<file path="src/rtl/hazard_scoreboard.sv">
// hazard_scoreboard: per-register pending-result countdowns beside ID.
// Stalls the ID instruction on RAW against any pending result, or on WAW
// when an older result would land after the new one. Also keeps a
// saturating count of stall cycles for debug.
module hazard_scoreboard #(
  parameter int NUM_REGS = 4,
  parameter int NUM_SRC  = 2,
  parameter int MAX_LAT  = 3,
  parameter int CNT_W    = 16,
  localparam int REG_AW  = (NUM_REGS > 1) ? $clog2(NUM_REGS) : 1,
  localparam int LAT_W   = (MAX_LAT > 0) ? $clog2(MAX_LAT + 1) : 1
) (
  input  logic                      clk,
  input  logic                      rst,
  input  logic                      id_valid,
  input  logic [NUM_SRC-1:0]        id_src_en,
  input  logic [NUM_SRC*REG_AW-1:0] id_src_addr,
  input  logic                      id_dst_en,
  input  logic [REG_AW-1:0]         id_dst_addr,
  input  logic [LAT_W-1:0]          id_lat,
  input  logic                      flush,
  input  logic                      clr_stats,
  output logic                      stall,
  output logic [NUM_REGS-1:0]       busy_mask,
  output logic [CNT_W-1:0]          stall_count
);

  // Handshake: id_valid is the ID-side valid and ~stall acts as its ready;
  // an instruction issues on a rising edge where id_valid & ~flush & ~stall.
  // flush drops the ID instruction without issuing it and without stalling.

  logic [LAT_W-1:0] count_q [NUM_REGS];
  logic [LAT_W-1:0] count_d [NUM_REGS];
  logic [CNT_W-1:0] stall_count_q;
  logic [CNT_W-1:0] stall_count_d;
  logic [LAT_W-1:0] lat_eff;
  logic             raw_hit;
  logic             waw_hit;
  logic             issue;

  // Clamp the requested latency so an oversized value never wraps.
  always_comb begin
    lat_eff = id_lat;
    if (id_lat > LAT_W'(MAX_LAT)) lat_eff = LAT_W'(MAX_LAT);
  end

  // Hazard terms from registered counts only; out-of-range numbers never match.
  always_comb begin
    raw_hit = 1'b0;
    waw_hit = 1'b0;
    for (int i = 0; i < NUM_SRC; i++) begin
      for (int r = 0; r < NUM_REGS; r++) begin
        if (id_src_en[i] && (id_src_addr[i*REG_AW +: REG_AW] == REG_AW'(r)) &&
            (count_q[r] != '0))
          raw_hit = 1'b1;
      end
    end
    for (int r = 0; r < NUM_REGS; r++) begin
      if (id_dst_en && (id_dst_addr == REG_AW'(r)) && (count_q[r] > lat_eff))
        waw_hit = 1'b1;
    end
    stall = id_valid & ~flush & (raw_hit | waw_hit);
    issue = id_valid & ~flush & ~stall;
  end

  // Next countdowns: an issuing load with nonzero latency overrides the decrement.
  always_comb begin
    for (int r = 0; r < NUM_REGS; r++) begin
      count_d[r] = count_q[r];
      if (issue && id_dst_en && (id_dst_addr == REG_AW'(r)) && (lat_eff != '0))
        count_d[r] = lat_eff;
      else if (count_q[r] != '0)
        count_d[r] = count_q[r] - LAT_W'(1);
    end
  end

  // Stall statistics: clear wins, otherwise count stall cycles and saturate.
  always_comb begin
    stall_count_d = stall_count_q;
    if (clr_stats)
      stall_count_d = '0;
    else if (stall && (stall_count_q != {CNT_W{1'b1}}))
      stall_count_d = stall_count_q + CNT_W'(1);
  end

  // State registers with asynchronous active-low reset.
  always_ff @(posedge clk or negedge rst) begin
    if (!rst) begin
      for (int r = 0; r < NUM_REGS; r++) count_q[r] <= '0;
      stall_count_q <= '0;
    end else begin
      for (int r = 0; r < NUM_REGS; r++) count_q[r] <= count_d[r];
      stall_count_q <= stall_count_d;
    end
  end

  // Debug view of which registers still have a result in flight.
  always_comb begin
    busy_mask = '0;
    for (int r = 0; r < NUM_REGS; r++) busy_mask[r] = (count_q[r] != '0);
  end

  assign stall_count = stall_count_q;

endmodule

</file>
<file path="config.mk">
export PLATFORM = sky130hd
export DESIGN_NAME = hazard_scoreboard
export DESIGN_NICKNAME = d
export VERILOG_FILES = /design/src/rtl/hazard_scoreboard.sv
export SDC_FILE = /design/constraint.sdc
export NUM_CORES = 1
export LEC_CHECK = 0
export ABC_CLOCK_PERIOD_IN_PS = 3090
export CORE_MARGIN = 2
export CORE_UTILIZATION = 42
export CTS_CLUSTER_SIZE = 8
export DETAILED_ROUTE_END_ITERATION = 7
export PLACE_DENSITY = 0.65
export SLEW_MARGIN = 20
export SYNTH_ARGS = -nofsm -noshare
export SYNTH_HDL_FRONTEND = slang
export SYNTH_SLANG_ARGS = --single-unit
</file>
<file path="constraint.sdc">
create_clock -name clk -period 3.09 [get_ports clk]
set_input_delay 0.4635 -clock clk [delete_from_list [all_inputs] [get_ports clk]]
set_output_delay 0.4635 -clock clk [all_outputs]
set_load 0.005 [all_outputs]
</file>
==> metrics <==
Max clock buf depth=2; asr flop ratio synth=between 90% and 100%; cells on worst reg2reg path=8; Synth Instances=between 150 and 200; Post-synth top flop=dfrtp_1; clock latency on the worst-skew pair=about 270 ps; commonest cells in the synthesized netlist=dfrtp_1, inv_1, a21oi_1; Worst Path Max Fanout=6; EDFF count, synth=0; synthesized net count=approximately 210; Die W=about 67 µm; Yosys Warn Count=0; sequential cell area fraction in the yosys report=between 30% and 40%; worst hold path class=in2async; max incr delay on CP=approximately 580 ps; Setup crit start kind=input pin; Fin. Hold Viols=0; WL final=around 4300 µm; DR WL/cell=15.41 µm; post-synth top area share=35.58%; Initial Util=between 40 and 50%; CTS Buf Count=3; CORE AREA=between 3000 and 4000 µm²; sequential standard cell area=between 600 and 700 µm²; CP Data Arrival Time=~3200 ps; Finished Layout Cells=279; Netlist cell types=37; final-report setup violation count=0; max-capacitance violation count=0; GP Congestion=around 0.94; Area Growth Syn to Fin=32.32%; Setup TNS=0 ps; global route overflow=0; PwrDens=568.6 nW/µm²; CTS Sinks=24; CTS tree=yes; Fmax achieved=~0.33 GHz; CP top delay family=simple AND/OR/NAND/NOR gates; count leader, synth=dfrtp_1; Worst Setup End Kind=register; root buffer cell=clkbuf_8; R2R Setup Slk=460 ps; Post-DP HPWL=3228 µm; Setup WS post-layout=85.17 ps; number of synthesized register bits=24; kind of critical path=in2reg; status=finished clean; initial antenna violation count=0; Boundary Pins=37; Final nets=between 200 and 300; worst slack, placed=-152.2 ps; layout filler cell count=~350; max-slew violation count=0; row count=23; vias per inst=about 5.7; worst path cell trace=clkdlybuf4s50_1, inv_2, ha_1, nor2b_1, o2111ai_2, buf_4, nand4_1, or4_4, nor3_2, mux2_1; CTS clk-pin slew, worst paths=~80 ps; RSZ-0062 raised after global routing=yes; die height=just under 70 µm; mapped cell area=~1700 µm²; PortBufs=36; top post-synthesis cells by area=dfrtp_1, ha_1, mux2i_1; Final period util=a little over nine tenths; H-tree Lvls=1; clock skew=approximately 3.8 ps; share of cells above drive strength 1=between 10 and 15%; Critical Path RT=approximately 3300 ps; DRT iter0 DRCs=57; multi-input logic area=between 1000 and 1500 µm²; Power, Total=roughly 1.3 mW; maximum VDD drop=0.2281 mV; DRT antenna net count=0; DR pass1 iterations=4; Synth area leader=dfrtp_1; worst path bufs/invs=3; slew of the pin with the lowest slew margin=about 630 ps; pin count of the biggest net entering global routing=28; RR Endpoint=count_q[4]; Final min period=~3000 ps; Residual DRC=0; first-pass GRT wire length=roughly 7200 µm; placed cell count=~280; CP max-delay cell=or4_4; Leak=0.9261 nW; Rel. slew slack=~58%; Inserted Diodes=0; vias in the first global route=1630; routed vias=1592; Total GRT Usage=21.26%; syn avg cell area=9.173 µm²; reg2reg start=count_q[5]; total die area=~4500 µm²
per-stage QoR:
| step | hold slack (ps) | utilization [%] | cell area (µm²) |
|---|---|---|---|
| after floorplan | 167.9 | - | 1688 |
| after global placement | 561.0 | 55.00 | 2168 |
| after detailed placement | 592.1 | 55.00 | 2168 |
| after CTS | 556.7 | 56.65 | 2233 |
| after global routing | 606.3 | 56.65 | 2233 |
| final | 544.1 | 56.65 | 2233 |
cells in the final DEF, fill, tap and decap left out, types with 6 or more instances in the layout:
cell type        count
a21oi_1             17
buf_4                9
clkdlybuf4s50_1     34
dfrtp_1             24
ha_1                13
inv_1               18
mux2i_1             10
nand2_1              8
nand3_1              8
nor2_1              12
o21ai_0              6
o31ai_1              6
or4_1                6
worst max path at each step:
stage	cells past startpoint	from	slack [ps]	end
4_1_cts	10	id_lat[1]	110	count_q[0]
3_3_place_gp	8	id_lat[1]	-20	stall
6_report	10	id_lat[1]	90	count_q[4]
5_1_grt	10	id_lat[1]	-4	count_q[2]
2_1_floorplan	8	id_lat[1]	550	count_q[0]
3_5_place_dp	9	id_lat[1]	-150	count_q[0]
power breakdown:
| group | internal (mW) | switching [mW] | total, mW |
|---|---|---|---|
| Clock | 0.0874 | 0.0996 | 0.187 |
| Combinational | 0.329 | 0.328 | 0.657 |
| Sequential | 0.378 | 0.0482 | 0.426 |
worst register-to-register path, delay by kind of cell (launching register included):
family,cells,cell delay (ps)
AOI/OAI and AO/OA,1,240
adders and majority gates,1,300
buffers and inverters,1,150
DFF,1,420
muxes,1,350
and+or+nand+nor,4,1060
layout make-up:
cell class / instances / area share [%]
multi-input combinational: 137 / 45.32
tap: 50 / 2.801
sequential: 24 / 26.89
clock buffer: 3 / 1.849
inverter: 19 / 3.193
timing repair buffer: 46 / 19.94
what timing repair did:
action	4_1_cts	5_1_grt
cloned	0	0
setup buffers	1	0
gates resized for setup	6	0
endpoints found under the setup margin	1	2
pin swaps	1	0
hold buffers	0	0
state kept, by name (all words and copies together), names as in the netlist:
name         count
count_q          8
stall_count     16
per-layer routing:
layer / GRT usage [%] / up-vias / routed length (µm)
li1: - / 763 / -
met1: 22.91 / 768 / 1692
met2: 39.48 / 47 / 2276
met3: 3.000 / 14 / 200
met4: 11.99 / 0 / 129
met5: 0 / - / 0
kinds of logic after synthesis:
| family | synth area share (%) |
|---|---|
| compound gates | 14.83 |
| fa+ha+maj | 9.637 |
| buf+inv | 5.559 |
| flops | 35.58 |
| mux | 9.266 |
| simple gates | 22.54 |
| xor+xnor | 2.594 |
Note: power is estimated with default switching activity, not from simulation.
